### src/rtl/ods_pkg.sv
// Shared types and constants for the output data shifter (ODS) sequencer.
// Row selects and row masks are shared with the ODS datapath wrapper.
package ods_pkg;

    localparam int         ODS_ROWS     = 3;
    localparam logic [1:0] ODS_SEL_IDLE = 2'b11;

    typedef logic [1:0] ods_sel_t;
    typedef logic [2:0] ods_mask_t;

    // One-hot row bit for a row select; the idle select maps to no row.
    function automatic ods_mask_t ods_row_bit(input ods_sel_t sel);
        ods_mask_t bit_v;
        bit_v = '0;
        for (int r = 0; r < ODS_ROWS; r++) begin
            if (sel == ods_sel_t'(r)) begin
                bit_v[r] = 1'b1;
            end
        end
        return bit_v;
    endfunction

endpackage

### src/rtl/ods_ctrl.sv
// Sequencer for the 3-row, 2-stage ODS: steers words into column-1 rows, shifts full groups to column 2, and hands them downstream.
// Build option ODS_CTRL_FLUSH_EN adds the flush input so partial groups can be shifted with their row mask.
module ods_ctrl
    import ods_pkg::*;
#(
    parameter int GROUP_CNT_WIDTH = 16
) (
    input  logic                       clk,
    input  logic                       arst_n_in,
    input  logic                       in_valid,
    output logic                       in_ready,
    output ods_sel_t                   sel_out,
    output logic                       shift,
    output logic                       out_valid,
    input  logic                       out_ready,
    output ods_mask_t                  out_mask,
`ifdef ODS_CTRL_FLUSH_EN
    input  logic                       flush,
`endif
    output logic [GROUP_CNT_WIDTH-1:0] group_cnt
);

    logic [1:0]                 fill_cnt_q, fill_cnt_d;
    logic                       stage_full_q, stage_full_d;
    logic [GROUP_CNT_WIDTH-1:0] group_cnt_q, group_cnt_d;

    logic     pop;
    logic     group_full;
    logic     flush_req;
    logic     shift_c;
    logic     in_ready_c;
    logic     accept;
    ods_sel_t wr_row;

`ifdef ODS_CTRL_FLUSH_EN
    ods_mask_t fill_mask_q, fill_mask_d;
    ods_mask_t stage_mask_q, stage_mask_d;

    assign flush_req = flush && (fill_cnt_q != 2'd0);
`else
    assign flush_req = 1'b0;
`endif

    always_comb begin
        pop        = stage_full_q && out_ready;
        group_full = (fill_cnt_q == 2'd3);
        shift_c    = (group_full || flush_req) && (!stage_full_q || pop);
        // A flush shift blocks input so a partial group never shares a cycle with a new word.
        in_ready_c = (!group_full || shift_c) && !(shift_c && flush_req);
        accept     = in_valid && in_ready_c;
        wr_row     = shift_c ? ods_sel_t'(2'd0) : ods_sel_t'(fill_cnt_q);
    end

    always_comb begin
        fill_cnt_d   = (shift_c ? 2'd0 : fill_cnt_q) + {1'b0, accept};
        stage_full_d = shift_c || (stage_full_q && !pop);
        group_cnt_d  = group_cnt_q + GROUP_CNT_WIDTH'(pop);
    end

`ifdef ODS_CTRL_FLUSH_EN
    always_comb begin
        fill_mask_d  = (shift_c ? ods_mask_t'('0) : fill_mask_q)
                     | (accept ? ods_row_bit(wr_row) : ods_mask_t'('0));
        stage_mask_d = shift_c ? fill_mask_q : stage_mask_q;
    end

    always_ff @(posedge clk) begin
        if (!arst_n_in) begin
            fill_mask_q  <= '0;
            stage_mask_q <= '0;
        end else begin
            fill_mask_q  <= fill_mask_d;
            stage_mask_q <= stage_mask_d;
        end
    end

    assign out_mask = stage_mask_q;
`else
    // Without flush only complete groups are ever staged.
    assign out_mask = 3'b111;
`endif

    always_ff @(posedge clk) begin
        if (!arst_n_in) begin
            fill_cnt_q   <= 2'd0;
            stage_full_q <= 1'b0;
            group_cnt_q  <= '0;
        end else begin
            fill_cnt_q   <= fill_cnt_d;
            stage_full_q <= stage_full_d;
            group_cnt_q  <= group_cnt_d;
        end
    end

    assign in_ready  = in_ready_c;
    assign shift     = shift_c;
    assign sel_out   = accept ? wr_row : ODS_SEL_IDLE;
    assign out_valid = stage_full_q;
    assign group_cnt = group_cnt_q;

endmodule

### config.mk
export PLATFORM = sky130hd
export DESIGN_NAME = ods_ctrl
export DESIGN_NICKNAME = d
export VERILOG_FILES = /design/src/rtl/ods_pkg.sv /design/src/rtl/ods_ctrl.sv
export SDC_FILE = /design/constraint.sdc
export NUM_CORES = 1
export LEC_CHECK = 0
export CORE_MARGIN = 8
export CORE_UTILIZATION = 35
export DETAILED_ROUTE_END_ITERATION = 7
export MAX_ROUTING_LAYER = met4
export SKIP_LAST_GASP = 1
export SYNTH_ARGS = -nofsm -noshare
export SYNTH_HDL_FRONTEND = slang
export SYNTH_SLANG_ARGS = --single-unit
### constraint.sdc
create_clock -name clk -period 3.7 [get_ports clk]
set_clock_uncertainty 0.1 [all_clocks]
set_input_delay 0.74 -clock clk [delete_from_list [all_inputs] [get_ports clk]]
set_output_delay 0.74 -clock clk [all_outputs]
set_load 0.02 [all_outputs]
* Word level (Yosys, flattened, before mapping) *
Cells that the tools add are included.

cells by class
  equal/unequal tests = 1
  multiplexer cells = 2
  $add $sub $neg = 2
  reductions and logical operators = 10

operator list
  operator            number
  $add 16x1->16       1
  $logic_and 1x1->1   4
  $mux 2              2
  $logic_not 1->1     3
  $logic_or 1x1->1    3
  $add 2x1->2         1
  $eq 2x2->1 const B  1

word-level totals
  output and inout port bits = 24
  word-level logic and storage cells = 18
  flip-flop bits (word level) = 19
  input bits = 4

* Depth between registers and ports, before layout *
  word-level depth = 6
  gate-level depth with buffers = 7
  depth with buffers taken out = 7

* Worst setup path after synthesis *
Ideal clock, no wire load.

  kind = input to output
  from = input port out_ready
  to = output port sel_out[0]
  setup slack = 1065 ps
  arrival = 1795 ps
  stages = 5
  required time = 2860 ps
  path through = nand2b_1 > or2_2 > and2_1 > ha_1 > inv_1

on the way
  word-level cells in the longest chain between the ends = 6
  elaborated cells between the ends (all ways) = 7
  those cells by class = 2 x mux; 5 x reduce/logical

RTL lines
  element            RTL line        source
  from (decl)        ods_ctrl.sv:15  input logic out_ready,
  $logic_and 1x1->1  ods_ctrl.sv:45  pop = stage_full_q && out_ready;
  $logic_or 1x1->1   ods_ctrl.sv:47  shift_c = (group_full || flush_req) && (!stage_full_q || pop);
  $logic_and 1x1->1  ods_ctrl.sv:47
  $logic_or 1x1->1   ods_ctrl.sv:49  in_ready_c = (!group_full || shift_c) && !(shift_c && flush_req);
  via in_ready       ods_ctrl.sv:11  output logic in_ready,
  $logic_and 1x1->1  ods_ctrl.sv:50  accept = in_valid && in_ready_c;
  $mux 2             ods_ctrl.sv:97  assign sel_out = accept ? wr_row : ODS_SEL_IDLE;
  to (decl)          ods_ctrl.sv:12  output ods_sel_t sel_out,

The timed path passes the listed nets, and every way through them passes these cells.

* Worst setup path in the final report *
  from = input port out_ready
  to = output port sel_out[0]

on the way
  word-level cells in the longest chain between the ends = 6
  elaborated cells between the ends (all ways) = 7
  those cells by class = 2 x mux; 5 x reduce/logical

RTL lines
  element              RTL line
  $logic_and 1x1->1 *  ods_ctrl.sv:45
  $logic_or 1x1->1 *   ods_ctrl.sv:47
  $logic_and 1x1->1 *  ods_ctrl.sv:47
  $logic_or 1x1->1     ods_ctrl.sv:49
  $logic_and 1x1->1    ods_ctrl.sv:50
  $mux 2 *             ods_ctrl.sv:97

Mark *: on every way between the ends. The rest lies on a longest branch, timed or not.

==> results.py <==
metrics = {
    "route": {
        "drc": 0,
        "wl_mm": 2.01,
        "via_count": 757,
        "drt_iter0_drc": 20,
        "vias_per_cell": 4.82,
        "ant_nets": 0,
        "firstDrtPassIters": 4,
        "drt-wirelength-per-cell_um": 12.8,
    },
    "die": {
        "ioPinCount": 28,
        "die-area_um2": 4750,
        "initial_utilization_pct": 36.2,
        "die_w_um": 68.9,
        "fp-row-count": 19,
        "core_um2": 2710,
        "fp.dieH_um": 68.9,
    },
    "sta": {
        "rsz0062_at_grt": "no",
        "fin_tns_setup_ns": 0,
        "hold_viol": 0,
        "finalCriticalPeriod_ns": 3.51,
        "slew_violations": 0,
        "timing.hold.ws_ns": 0.449,
        "setup_viol": 0,
        "max_freq_mhz": 285,
        "finalCritPeriodShare_pct": 94.9,
        "relSlewSlack_pct": 63.5,
        "tightest_slew_ns": 0.546,
    },
    "outcome": {
        "status": "complete, no violations",
    },
    "power_and_ir_drop": {
        "p_leak_nw": 0.546,
        "p_per_area_nw_per_um2": 270,
        "vdd_ir_drop_max_uv": 214,
    },
    "critical_path": {
        "r2r_slack_ns": 1.88,
        "start_kind": "input pin",
        "setup.worst_path.end_class": "primary output",
        "crit_fanout": 4,
        "crit_type": "input pin to primary output",
        "worstPathArrival_ns": 2.67,
        "crit_required_ns": 2.86,
    },
    "final_layout": {
        "antenna_cells": 0,
        "syn_to_final_growth_pct": 29.2,
        "final_common_cell": "clkdlybuf4s50_1",
        "fin_area_um2": 1270,
        "fill_cells": 275,
        "multi_input_area_um2": 563,
        "layout_common_cells": "24 x clkdlybuf4s50_1, 19 x dfxtp_1, 18 x and2_1",
        "final-seq-area_um2": 380,
        "fin_nets": 136,
        "drive_gt1_share_pct": 9.52,
    },
    "synth": {
        "synthArstFlopShare_pct": 0,
        "synthFlopType": "dfxtp_1",
        "syn_area_um2": 981,
        "synth.area.top_cells": "dfxtp_1 39%, and2_1 11%, xor2_1 7.1%",
        "yosys_warnings": 0,
        "yosys.area.top_type": "dfxtp_1",
        "synth_edf_count": 0,
        "yosysSeqAreaShare_pct": 38.8,
        "ys_seq_elements": 19,
        "yosysUniqueCellTypes": 27,
        "syn_avg_cell_area_um2": 9.81,
        "syn_inst": 100,
        "yosysTopAreaCellShare_pct": 38.8,
    },
    "flow_run": {
        "cap_violations": 0,
    },
    "placed_design": {
        "placedInstanceArea_um2": 1240,
        "dpl.hpwl_mm": 1.54,
        "numPortBuffers": 24,
        "place_congestion": 0.719,
    },
    "global_route": {
        "antenna_found_initial": 0,
        "grt-ovfl-total": 0,
        "grt_pass1_vias": 712,
        "grt_first_pass_wirelength_mm": 3.19,
        "grt_max_degree": 20,
        "grt_usage_pct": 9.09,
    },
    "cts": {
        "cts_tree": "yes",
        "cts_setup_buffers": 0,
        "cts_sinks": 19,
        "cts_max_path_buffers": 2,
        "cts_resized": 0,
        "insertion_delay_ns": 0.30,
        "cts_made_buffers": 3,
        "path_clk_slew_ns": 0.10,
        "ctsHtreeMaxLevel": 1,
        "holdBufCountCts": 0,
        "cts-root-buf": "clkbuf_4",
    },
    "worst_hold_path": {
        "hp-class": "flop to flop",
    },
}
-- final timing paths --
path                      start       endpoint  cells after the start
setup / recovery      out_ready     sel_out[0]                      7
hold / removal    fill_cnt_q[0]      out_valid                      2
setup reg to reg      out_valid  group_cnt[12]                      7
hold reg to reg   fill_cnt_q[0]      out_valid                      2
-- metrics by stage --
stage / power, mW / cells / worst slack, ns / util, %
global placement: 0.240 / 153 / 0.209 / 45.8
CTS: 0.346 / 157 / 0.175 / 46.8
finish: 0.343 / 157 / 0.189 / 46.8
floorplan: 0.231 / 102 / 1.07 / -
global route: 0.360 / 157 / 0.0793 / 46.8
detailed placement: 0.240 / 153 / 0.178 / 45.8
-- Yosys cell counts (all sizes together), types with 2 or more instances --
| cell type | count |
|---|---|
| dfxtp | 19 |
| and2 | 18 |
| xor2 | 8 |
| nand2 | 6 |
| xnor2 | 6 |
| ha | 5 |
| inv | 5 |
| nand3 | 5 |
| nand4 | 5 |
| nor3 | 4 |
| nor4 | 4 |
| a21boi | 3 |
| buf | 3 |
| nand2b | 2 |
-- where the power goes --
| group | switching, mW | total (mW) | internal (mW) |
|---|---|---|---|
| clock network | 0.0653 | 0.107 | 0.0420 |
| registers | 0.00215 | 0.209 | 0.207 |
| logic | 0.0143 | 0.0263 | 0.0120 |
-- critical path: stages --
cell,delay (ns)
clkdlybuf4s50_1,0.40
nand2b_1,0.19
or2_2,0.32
and2_1,0.19
ha_1,0.19
inv_1,0.04
clkdlybuf4s50_1,0.60
-- cell type report --
| class | count | area share [%] |
|---|---|---|
| inverters | 5 | 1.48 |
| multi-input cells | 74 | 44.4 |
| flip-flops and latches | 19 | 30.0 |
| repair buffers | 24 | 19.0 |
| clock buffers | 4 | 2.07 |
| well taps | 31 | 3.06 |
-- state kept, by name, indices dropped and copies added (netlist names) --
register / count
out_valid: 1
group_cnt: 16
fill_cnt_q: 2
-- cells by family (layout without fill, tap and decap cells) --
logic type	Yosys count	in the layout	synth area share, %
simple gates	48	48	34.6
compound gates	4	4	2.81
buf+inv	9	33	4.59
flops	19	19	38.8
xor+xnor	14	14	12.5
fa+ha+maj	5	5	6.38
other cells	1	3	0.382
-- metal layers --
| layer | GRT usage, % | share of wire (%) | wire (µm) |
|---|---|---|---|
| met1 | 10.8 | 46 | 924 |
| met2 | 13.8 | 47 | 942 |
| met3 | 3.88 | 6.2 | 125 |
| met4 | 2.26 | 0.75 | 15 |
| met5 | - | 0 | 0 |
Power figures use the tool's default switching activity.
